[config.mk]
export PLATFORM = sky130hd
export DESIGN_NAME = fns_cac_encoder_flat
export DESIGN_NICKNAME = d
export VERILOG_FILES = /design/src/rtl/fns_cac_pkg.sv /design/src/rtl/fns_cac_encoder_if.sv /design/src/rtl/fns_greedy_step.sv /design/src/rtl/fns_cac_encoder.sv /design/src/flat_wrapper.sv
export SDC_FILE = /design/constraint.sdc
export NUM_CORES = 1
export LEC_CHECK = 0
export BUFFER_PORTS_ARGS = -buffer_cell sky130_fd_sc_hd__buf_2
export CAP_MARGIN = 0
export CORE_ASPECT_RATIO = 1.1
export CORE_MARGIN = 3
export CORE_UTILIZATION = 50
export DETAILED_ROUTE_END_ITERATION = 16
export PLACE_DENSITY_LB_ADDON = 0.1
export SLEW_MARGIN = 5
export SYNTH_ARGS = -nofsm -noshare
export SYNTH_HDL_FRONTEND = slang
export SYNTH_HIERARCHICAL = 1
export SYNTH_SLANG_ARGS = --single-unit
[constraint.sdc]
create_clock -name clk -period 4.1 [get_ports clk]
set_input_delay 0 -clock clk [delete_from_list [all_inputs] [get_ports clk]]
set_output_delay 0 -clock clk [all_outputs]
set_load 0.1 [all_outputs]
[src/rtl/fns_cac_pkg.sv]
// Shared constants, state enum and Fibonacci weight lookup for the FNS encoder.
package fns_cac_pkg;

    localparam int FNS_DATA_W = 7;
    localparam int FNS_CODE_W = 8;
    localparam int FNS_CNT_W  = $clog2(FNS_CODE_W);

    // Largest value reachable with all eight weights set: 1+2+3+5+8+13+21+34.
    localparam logic [FNS_DATA_W-1:0] FNS_MAX = 7'd87;

    typedef enum logic [1:0] {
        IDLE = 2'd0,
        ENC  = 2'd1,
        DONE = 2'd2
    } state_t;

    function automatic logic [FNS_DATA_W-1:0] fns_weight(input logic [FNS_CNT_W-1:0] idx);
        logic [FNS_DATA_W-1:0] w;
        case (idx)
            3'd0:    w = 7'd1;
            3'd1:    w = 7'd2;
            3'd2:    w = 7'd3;
            3'd3:    w = 7'd5;
            3'd4:    w = 7'd8;
            3'd5:    w = 7'd13;
            3'd6:    w = 7'd21;
            default: w = 7'd34;
        endcase
        return w;
    endfunction

endpackage

[src/rtl/fns_cac_encoder_if.sv]
// Input/output handshake bundle of the FNS encoder; slave = encoder side.
interface fns_cac_encoder_if;
    import fns_cac_pkg::*;

    logic                  in_valid;
    logic                  in_ready;
    logic [FNS_DATA_W-1:0] in_data;
    logic                  out_valid;
    logic                  out_ready;
    logic [FNS_CODE_W-1:0] code_out;
    logic                  err_flag;

    modport slave (
        input  in_valid, in_data, out_ready,
        output in_ready, out_valid, code_out, err_flag
    );

    modport master (
        output in_valid, in_data, out_ready,
        input  in_ready, out_valid, code_out, err_flag
    );

endinterface

[src/rtl/fns_greedy_step.sv]
// One greedy Fibonacci digit: take the weight if the remainder can afford it.
// Latency: combinational.
// Backpressure: none.
module fns_greedy_step
    import fns_cac_pkg::*;
#(
    parameter int DATA_W = FNS_DATA_W
) (
    input  logic [DATA_W-1:0] remainder,
    input  logic [DATA_W-1:0] weight,
    output logic              bit_set,
    output logic [DATA_W-1:0] new_remainder
);

    // Subtraction only happens on the taken branch, so it cannot wrap.
    always_comb begin
        bit_set       = (remainder >= weight);
        new_remainder = bit_set ? (remainder - weight) : remainder;
    end

endmodule

[src/rtl/fns_cac_encoder.sv]
// Binary to Fibonacci (FNS) codeword encoder, one digit per cycle MSB first.
// Latency: result valid 9 edges after accept (counting the accept edge), 1 for out-of-range input.
// Backpressure: accepts only in IDLE; holds result in DONE until out_ready.
module fns_cac_encoder
    import fns_cac_pkg::*;
#(
    parameter int DATA_W = FNS_DATA_W,
    parameter int CODE_W = FNS_CODE_W
) (
    input  logic               clk,
    input  logic               rst_n,
    fns_cac_encoder_if.slave   bus
);

    localparam int                CNT_W    = $clog2(CODE_W);
    localparam logic [CNT_W-1:0]  CNT_LAST = CNT_W'(CODE_W - 1);

    state_t              state_q;
    state_t              state_d;
    logic [DATA_W-1:0]   rem_q;
    logic [CODE_W-1:0]   code_q;
    logic [CNT_W-1:0]    cnt_q;
    logic                err_q;
    logic                step_bit;
    logic [DATA_W-1:0]   step_rem;
    logic                in_fire;
    logic                in_range;

    assign in_fire  = bus.in_valid && (state_q == IDLE);
    assign in_range = (bus.in_data <= FNS_MAX);

    fns_greedy_step #(.DATA_W(DATA_W)) u_step (
        .remainder     (rem_q),
        .weight        (fns_weight(cnt_q)),
        .bit_set       (step_bit),
        .new_remainder (step_rem)
    );

    always_ff @(posedge clk or negedge rst_n) begin
        if (!rst_n) begin
            state_q <= IDLE;
        end else begin
            state_q <= state_d;
        end
    end

    always_comb begin
        state_d = state_q;
        case (state_q)
            IDLE: if (in_fire) state_d = in_range ? ENC : DONE;
            ENC:  if (cnt_q == '0) state_d = DONE;
            DONE: if (bus.out_ready) state_d = IDLE;
            default: state_d = IDLE;
        endcase
    end

    always_ff @(posedge clk or negedge rst_n) begin
        if (!rst_n) begin
            rem_q  <= '0;
            code_q <= '0;
            cnt_q  <= '0;
            err_q  <= 1'b0;
        end else begin
            case (state_q)
                IDLE: begin
                    if (in_fire) begin
                        code_q <= '0;
                        err_q  <= !in_range;
                        if (in_range) begin
                            rem_q <= bus.in_data;
                            cnt_q <= CNT_LAST;
                        end
                    end
                end
                ENC: begin
                    code_q[cnt_q] <= step_bit;
                    rem_q         <= step_rem;
                    if (cnt_q != '0) cnt_q <= cnt_q - 1'b1;
                end
                default: ;
            endcase
        end
    end

    assign bus.in_ready  = (state_q == IDLE);
    assign bus.out_valid = (state_q == DONE);
    assign bus.code_out  = code_q;
    assign bus.err_flag  = err_q;

endmodule

[src/flat_wrapper.sv]
// flat-port wrapper written by rule: the top's interface ports become plain ports
module fns_cac_encoder_flat import fns_cac_pkg::*;
#(
    parameter int DATA_W = FNS_DATA_W,
    parameter int CODE_W = FNS_CODE_W
)
  (clk, rst_n, bus_in_valid, bus_in_data, bus_out_ready, bus_in_ready, bus_out_valid, bus_code_out, bus_err_flag);
  fns_cac_encoder_if bus_i ();
  input  logic clk;
  input  logic rst_n;
  input wire logic [$bits(bus_i.in_valid)-1:0] bus_in_valid;
  input wire logic [$bits(bus_i.in_data)-1:0] bus_in_data;
  input wire logic [$bits(bus_i.out_ready)-1:0] bus_out_ready;
  output wire logic [$bits(bus_i.in_ready)-1:0] bus_in_ready;
  output wire logic [$bits(bus_i.out_valid)-1:0] bus_out_valid;
  output wire logic [$bits(bus_i.code_out)-1:0] bus_code_out;
  output wire logic [$bits(bus_i.err_flag)-1:0] bus_err_flag;
  assign bus_i.in_valid = bus_in_valid;
  assign bus_i.in_data = bus_in_data;
  assign bus_i.out_ready = bus_out_ready;
  assign bus_in_ready = bus_i.in_ready;
  assign bus_out_valid = bus_i.out_valid;
  assign bus_code_out = bus_i.code_out;
  assign bus_err_flag = bus_i.err_flag;
  fns_cac_encoder #(.DATA_W(DATA_W), .CODE_W(CODE_W)) u_core (.clk(clk), .rst_n(rst_n), .bus(bus_i));
endmodule
==> results.ini, run 1 <==
[run_status]
status=finished clean

[sta]
timing.fmax_mhz=254
setup_viol=0
period_share_pct=96.1
final_max_slew_viol_count=0
fin_crit_ps=3940
hold_violations=0
finClkSkew_ps=4.39

[yosys]
synth.most_common_cell=dfrtp_1
mappedNetlistNets=197
synth-simple-area-share_pct=15.8
netlist_instances=171
syn_area_um2=1740
synth_seq_cells=21
synth_top_family_by_area=multiplexers
synth_edf_count=0
ys_types=52
yosysWarnings=6
async_flop_share_pct=100
synth_top_cell_by_area=dfrtp_1
synth_compound_area_share_pct=16.3
yosysSeqAreaShare_pct=30.2
synthAdderAreaFrac_pct=11.2
netlist_top_cells_area=dfrtp_1 (30%), ha_1 (10%), mux2_2 (9.7%), mux2i_1 (5.2%), inv_1 (3.4%)
syn_area_per_cell_um2=10.2
netlist.area_leader.share_pct=30.2
synth.area.mux_share_pct=18.3
synthXorXnorAreaFrac_pct=1.01
synth-main-ff-cell=dfrtp_1
ys_top_cells_by_count=dfrtp_1 (21), inv_1 (16), mux2_2 (15)

[die]
die-area_um2=4230
io_pins=22
initial_utilization_pct=54.8
core_um2=3180
die_w_um=62.3
die_h_um=67.9
fp-row-count=21

[grt]
grt_max_degree=22
grt_pass1_wl_um=6190
antenna_found_initial=0
grt-ovfl-total=0
grt_pass1_vias=1404
gr-usage-all-layers_pct=18.3

[detailed_routing]
post-route-drc-count=0
drt_iter0_drc=51
drt-wirelength-per-cell_um=14.6
wl_um=3570
ant_nets=0
post_drt_via_cell_ratio=5.53
dr.pass1.iters=4
num_vias=1355

[cells_and_area]
nets=226
drive_gt1_share_pct=32.7
fin_cells=245
syn2layout_area_growth_pct=12.1
diodes=0
final_util_pct=61.4

[setup_path]
worstReg2RegEnd=u_core/rem_q[4]
worst-path-max-fanout=7
reg2reg_depth=15
crit_required_ps=4300
rrSetupSlack_ps=160
cp_data_arrival_time_ps=4140
critPathKind=flip-flop to flip-flop
rr_startpoint=u_core/cnt_q[1]
crit_path_start_kind=flip-flop
cp-end-kind=flip-flop

[cts]
htreeDepth=1
clk_pin_slew_ps=120
clock-sinks=21
cts_tree=built
worstSkewPairLatency_ps=310
cts_buffer_depth=2
cts_root_buf=clkbuf_4
cts_made_buffers=3

[min_path]
whs_path_depth=3
hp-class=primary input to flip-flop
hp-start=bus_out_ready
whs_endpoint=u_core/state_q[1]

[place]
post-dp-hpwl_um=2760
portBuffers=21
place.gp.congestion=0.838
post-place-cells=237

[flow_run]
cap_violations=0

[cells by family after synthesis]
| kind of cell | Yosys count |
|---|---|
| buffers and inverters | 24 |
| flip-flops | 21 |
| XOR/XNOR | 2 |
| AND/OR/NAND/NOR | 46 |
| AO/OA/AOI/OAI | 34 |
| multiplexers | 28 |
| adder cells (fa/ha/maj) | 15 |
| other | 1 |
[how the worst max path moves through the flow]
stage	startpoint	to	slack [ps]
2_1_floorplan	u_core/cnt_q[0]	u_core/rem_q[2]	130
3_3_place_gp	u_core/cnt_q[1]	u_core/rem_q[2]	400
3_5_place_dp	u_core/cnt_q[1]	u_core/rem_q[4]	190
4_1_cts	u_core/cnt_q[1]	u_core/rem_q[4]	150
5_1_grt	u_core/cnt_q[0]	u_core/rem_q[4]	-2
6_report	u_core/cnt_q[1]	u_core/rem_q[4]	160
[layer usage]
metal	vias to the layer above	share of wire, %	wire, um	global-route usage (%)
met5	-	0	0	0
met4	0	1.3	46	6.34
met3	5	2.5	90	1.81
met2	22	53	1910	36.8
met1	667	43	1530	20.4
li1	661	-	-	-
[cell type report]
type	instances	area [um^2]
clock buffer	4	26.3
fill	271	1230
inverter	17	63.8
multi-input combinational	126	1090
sequential	21	526
tap	46	57.6
timing repair buffer	31	185
[repair_timing]
| item | in CTS | in global routing |
|---|---|---|
| resized for setup | 0 | 0 |
| hold endpoints to repair | 23 | 0 |
| hold buffers | 2 | 0 |
| buffers inserted | 0 | 2 |
| endpoints found under the setup margin | 0 | 4 |
[per-stage QoR]
step | setup slack (ps) | TNS [ps] | instance area, um^2 | hold slack [ps]
2_1_floorplan | 131 | 0 | 1740 | -296
3_3_place_gp | 399 | 0 | 1890 | -24.3
3_5_place_dp | 191 | 0 | 1890 | -2.58
4_1_cts | 148 | 0 | 1940 | 23.8
5_1_grt | -2.13 | -2.13 | 1950 | 46.9
6_report | 158 | 0 | 1950 | 37.4
[flip-flops by register name, indices dropped and copies added (netlist names)]
signal and cells:
u_core/cnt_q 3, u_core/bus.err_flag 1, u_core/rem_q 7, u_core/bus.code_out 8
u_core/state_q 2
[critical path: stages (launching register included)]
cell,delay (ps)
dfrtp_1,370
inv_1,90
ha_1,250
ha_1,220
or3_1,370
a211oi_1,310
nor2_1,80
inv_1,60
ha_1,260
and3_1,230
o21ai_0,110
o211ai_1,220
a31oi_4,340
mux2_2,380
mux2_2,270
mux2_2,260
[cell usage in the layout, fill, tap and decap left out, types with 2 or more instances in the layout]
cell           instances
buf_2                 21
dfrtp_1               21
inv_1                 16
mux2_2                15
ha_1                  14
o21ai_0                9
nand2_1                9
mux2i_1                9
nor2_1                 8
buf_4                  8
nor2b_1                4
a21oi_1                4
mux2_4                 4
nand4_1                4
clkbuf_4               3
o21a_1                 3
dlygate4sd3_1          2
a211oi_1               2
and2_1                 2
nor3b_1                2
a22oi_1                2
or2b_1                 2
nor4_1                 2
nand3_1                2
o211ai_1               2
Power of run 1 is left out: the tool's default activity adds up to more than one toggle a clock period on the data nets, which glitch-free logic cannot reach.
==> run 2, diff against run 1 <==
--- a/config.mk
+++ b/config.mk
@@ -5,7 +5,7 @@
 export SDC_FILE = /design/constraint.sdc
 export NUM_CORES = 1
 export LEC_CHECK = 0
-export BUFFER_PORTS_ARGS = -buffer_cell sky130_fd_sc_hd__buf_2
+export BUFFER_PORTS_ARGS = -buffer_cell sky130_fd_sc_hd__buf_4
 export CAP_MARGIN = 0
 export CORE_ASPECT_RATIO = 1.1
 export CORE_MARGIN = 3
==> results.ini, run 2 (synthesized netlist as in run 1, its figures left out) <==
[run_status]
status=finished clean  ; unchanged

[detailed_routing]
drt_iter0_drc=54  ; was 51
post_drt_via_cell_ratio=5.38  ; was 5.53
wl_um=3390  ; was 3570 um
ant_nets=0  ; unchanged
drt-wirelength-per-cell_um=14.0  ; was 14.6 um
post-route-drc-count=0  ; unchanged
num_vias=1301  ; was 1355
dr.pass1.iters=4  ; unchanged

[min_path]
whs_endpoint=u_core/state_q[1]  ; unchanged
whs_path_depth=3  ; unchanged
hp-start=bus_out_ready  ; unchanged
hp-class=primary input to flip-flop  ; unchanged

[sta]
setup_viol=0  ; unchanged
finClkSkew_ps=3.58  ; was 4.39 ps
hold_violations=0  ; unchanged
rsz0062_at_grt=no
tns_ps=0  ; unchanged
final_max_slew_viol_count=0  ; unchanged
period_share_pct=94.0  ; was 96.1%
timing.fmax_mhz=260  ; was 254 MHz
fin_crit_ps=3850  ; was 3940 ps
whs_ps=33.1  ; was 37.4 ps

[setup_path]
reg2reg_depth=15  ; unchanged
rrSetupSlack_ps=250  ; was 160 ps
cp-end-kind=flip-flop  ; unchanged
crit_path_start_kind=flip-flop  ; unchanged
crit_required_ps=4290  ; was 4300 ps
worstReg2RegEnd=u_core/rem_q[3]  ; was u_core/rem_q[4]
worst-path-max-fanout=7  ; unchanged
rr_startpoint=u_core/cnt_q[1]  ; unchanged
crit_start=u_core/cnt_q[1]  ; unchanged
critPathKind=flip-flop to flip-flop  ; unchanged
cp_data_arrival_time_ps=4050  ; was 4140 ps

[cells_and_area]
layout_commonest_cell=buf_4
largest_reg_flops=8  ; unchanged
nets=223  ; was 226
layout_common_cells=buf_4 (26), dfrtp_1 (21), inv_1 (16)  ; was buf_2 (21), dfrtp_1 (21), inv_1 (16)
drive_gt1_share_pct=31.6  ; was 32.7%
syn2layout_area_growth_pct=13.8  ; was 12.1%
final_util_pct=62.4  ; was 61.4%
diodes=0  ; unchanged

[grt]
grt_pass1_wl_um=5900  ; was 6190 um
grt-ovfl-total=0  ; unchanged
gr-usage-all-layers_pct=17.4  ; was 18.3%
grt_max_degree=22  ; unchanged
grt_pass1_vias=1334  ; was 1404
antenna_found_initial=0  ; unchanged

[cts]
clock-sinks=21  ; unchanged
cts_root_buf=clkbuf_4  ; unchanged
cts_resized=0  ; unchanged
worstSkewPairLatency_ps=300  ; was 310 ps
cts_buffer_depth=2  ; unchanged
cts_made_buffers=3  ; unchanged
htreeDepth=1  ; unchanged
clk_pin_slew_ps=110  ; was 120 ps
cts_tree=built  ; unchanged
post-cts-setup-buffers=0  ; unchanged

[place]
place.gp.congestion=0.840  ; was 0.838
portBuffers=21  ; unchanged
post-dp-hpwl_um=2710  ; was 2760 um

[flow_run]
cap_violations=0  ; unchanged

[die]
fp-row-count=21  ; unchanged
initial_utilization_pct=54.8  ; unchanged
io_pins=22  ; unchanged
core_um2=3180  ; unchanged
die_w_um=62.3  ; unchanged
die-area_um2=4230  ; unchanged
die_h_um=67.9  ; unchanged

[run 2: changes by cell type in the layout (fill, tap and decap cells not counted)]
cell,previous run,this run
buf_4,8,26
buf_2,21,0
[run 2: how the worst max path moves through the flow]
stage                 endpoint  slack (ps)  cells after the start
2_1_floorplan  u_core/rem_q[2]         130                     15
3_3_place_gp   u_core/rem_q[2]         400                     15
3_5_place_dp   u_core/rem_q[4]         250                     15
4_1_cts        u_core/rem_q[2]         230                     15
5_1_grt        u_core/rem_q[2]          10                     15
6_report       u_core/rem_q[3]         250                     15
[run 2: area by class of cell]
cell class / count / area (um^2)
tap: 46 / 57.6
inverter: 17 / 63.8
sequential: 21 / 526
clock buffer: 4 / 26.3
multi-input combinational: 126 / 1090
timing repair buffer: 28 / 215
fill: 284 / 1200
[run 2: metal layers]
layer	part of all wire (%)	track usage (%)	vias to the layer above	wire, um
met5	0	0	-	0
met3	2.1	1.48	4	72
met1	43	20.6	627	1460
met4	0.91	6.61	0	31
li1	-	-	655	-
met2	54	33.5	15	1830
[run 2: critical path, cell delays in order, from the launching register on]
cell and delay [ps]:
dfrtp_1 370, inv_1 90, ha_1 240, ha_1 210, or3_1 330, o21ai_0 170
o21a_1 150, inv_1 70, ha_1 290, nor2b_1 150, o21ai_0 210, o211ai_1 220
a31oi_4 360, mux2_2 380, mux2_4 250, mux2_2 260
[run 2: timing repair]
| action | 4_1_cts | 5_1_grt |
|---|---|---|
| setup endpoints to repair | 0 | 2 |
| hold buffers | 2 | 0 |
| endpoints found under the hold margin | 23 | 0 |
[run 2: stage by stage]
step / cell area, um^2 / cells / setup slack [ps]
after floorplan: 1740 / 171 / 131
after global placement: 1940 / 236 / 397
after detailed placement: 1940 / 236 / 250
after CTS: 1980 / 242 / 230
after global routing: 1980 / 242 / 13.2
final: 1980 / 242 / 247
Power of run 2 is left out for the same reason.
==> run 3, diff against run 2 <==
--- a/config.mk
+++ b/config.mk
@@ -6,8 +6,7 @@
 export NUM_CORES = 1
 export LEC_CHECK = 0
 export BUFFER_PORTS_ARGS = -buffer_cell sky130_fd_sc_hd__buf_4
-export CAP_MARGIN = 0
-export CORE_ASPECT_RATIO = 1.1
+export CAP_MARGIN = 10
 export CORE_MARGIN = 3
 export CORE_UTILIZATION = 50
 export DETAILED_ROUTE_END_ITERATION = 16
==> results.ini, run 3 (synthesized netlist as in run 1, its figures left out) <==
[detailed_routing]
met2RoutedLength_um=1780  ; was 1830 um
wl_um=3470  ; was 3390 um
post-route-drc-count=0  ; unchanged
post_drt_via_cell_ratio=5.50  ; was 5.38
dr.pass1.iters=4  ; unchanged
met1_length_um=1580  ; was 1460 um
routed.top_layer=met4  ; unchanged
drt-wirelength-per-cell_um=14.4  ; was 14.0 um
wl_met3_um=83  ; was 72 um
ant_nets=0  ; unchanged
num_vias=1326  ; was 1301
drt_iter0_drc=34  ; was 54

[setup_path]
cp-end-kind=flip-flop  ; unchanged
crit_start=u_core/cnt_q[1]  ; unchanged
reg2reg_depth=15  ; unchanged
cp_data_arrival_time_ps=4080  ; was 4050 ps
slowest_delay_ps=390  ; was 380 ps
worst-path-max-fanout=7  ; unchanged
worstPathCellList=inv_1, ha_1, ha_1, or3_1, o21ai_0, o21a_1, inv_1, ha_1, nor2b_1, o21ai_0, o211ai_1, a31oi_4, mux2_2, mux2_2, mux2_2  ; was inv_1, ha_1, ha_1, or3_1, o21ai_0, o21a_1, inv_1, ha_1, nor2b_1, o21ai_0, o211ai_1, a31oi_4, mux2_2, mux2_4, mux2_2
crit_path_start_kind=flip-flop  ; unchanged
critPathKind=flip-flop to flip-flop  ; unchanged
crit_required_ps=4310  ; was 4290 ps
rr_startpoint=u_core/cnt_q[1]  ; unchanged
cp_slowest_cell=dfrtp_2  ; was mux2_2

[place]
place.gp.congestion=0.852  ; was 0.840
portBuffers=21  ; unchanged
post-dp-hpwl_um=2620  ; was 2710 um

[die]
core_um2=3180  ; about the same
initial_utilization_pct=54.8  ; about the same
io_pins=22  ; unchanged
die-area_um2=4230  ; about the same
fp-row-count=20  ; was 21
die_w_um=65.0  ; was 62.3 um
die_h_um=65.0  ; was 67.9 um

[grt]
grt_pass1_vias=1346  ; was 1334
antenna_found_initial=0  ; unchanged
gr-usage-all-layers_pct=18.0  ; was 17.4%
grt-ovfl-total=0  ; unchanged
grt_max_degree=22  ; unchanged
grt_pass1_wl_um=6020  ; was 5900 um

[cells_and_area]
drive_gt1_share_pct=33.0  ; was 31.6%
largest_reg_flops=8  ; unchanged
seq_area_um2=527  ; was 526 um^2
fillers=282  ; was 284
layout_common_cells=buf_4 (27), dfrtp_1 (20), inv_1 (16)  ; was buf_4 (26), dfrtp_1 (21), inv_1 (16)
multi_input_area_um2=1100  ; was 1090 um^2
diodes=0  ; unchanged
nets=224  ; was 223
layout_commonest_cell=buf_4  ; unchanged
syn2layout_area_growth_pct=14.4  ; was 13.8%

[sta]
tns_ps=0  ; unchanged
period_share_pct=94.4  ; was 94.0%
setup_viol=0  ; unchanged
final_max_slew_viol_count=0  ; unchanged
fin_crit_ps=3870  ; was 3850 ps
timing.fmax_mhz=258  ; was 260 MHz
rsz0062_at_grt=no  ; unchanged
finClkSkew_ps=1.89  ; was 3.58 ps
hold_violations=0  ; unchanged

[cts]
htreeDepth=1  ; unchanged
cts_buffer_depth=2  ; unchanged
worstSkewPairLatency_ps=310  ; was 300 ps
cts_root_buf=clkbuf_4  ; unchanged
cts_made_buffers=3  ; unchanged
clk_pin_slew_ps=120  ; was 110 ps
cts_tree=built  ; unchanged
clock-sinks=21  ; unchanged

[run_status]
status=finished clean  ; unchanged

[min_path]
whs_path_depth=3  ; unchanged
hp-start=bus_out_ready  ; unchanged
hp-class=primary input to flip-flop  ; unchanged

[flow_run]
cap_violations=0  ; unchanged

[run 3: metrics by stage]
step                utilization (%)  hold slack, ps  std cells  setup WS, ps  cell area, um^2
floorplan                         -            -296        171           131             1740
global placement               60.6            -103        233           239             1930
detailed placement             60.6           -93.5        233           129             1930
CTS                            62.1            30.0        239          85.4             1970
global route                   62.8            28.3        241          43.1             1990
finish                         62.8            36.7        241           228             1990
[run 3: routing by layer]
layer  vias up  track usage [%]
met5         -                0
met4         0             6.22
met3         3             1.56
met2        16             32.2
met1       645             22.6
li1        662                -
[run 3: path summary, 6_finish.rpt]
kind                                            end  slack (ps)
worst max-delay path                u_core/rem_q[4]         230
worst min-delay path              u_core/state_q[1]          40
worst max register to register      u_core/rem_q[4]         230
worst min register to register  u_core/bus.err_flag         520
max in group asynchronous           u_core/cnt_q[1]        3760
min in group asynchronous       u_core/bus.err_flag         100
[run 3: final cells by class]
cell class	count	area share, %
well taps	44	2.76
multi-input cells	126	55.1
flip-flops and latches	21	26.4
inverters	17	3.20
clock buffers	4	1.32
repair buffers	29	11.2
[run 3: timing repair]
action                     CTS  global route
hold endpoints to repair    23             0
hold buffers                 2             0
buffers inserted             0             2
resized for setup            0             2
setup endpoints to repair    0             4
[run 3: worst max-delay path, delay by kind of cell (launching register included)]
family / cells / cell delay [ps]
simple gates: 2 / 500
compound gates: 5 / 1080
fa+ha+maj: 3 / 750
mux: 3 / 890
flops: 1 / 390
buf+inv: 2 / 160
Power of run 3 is left out for the same reason.
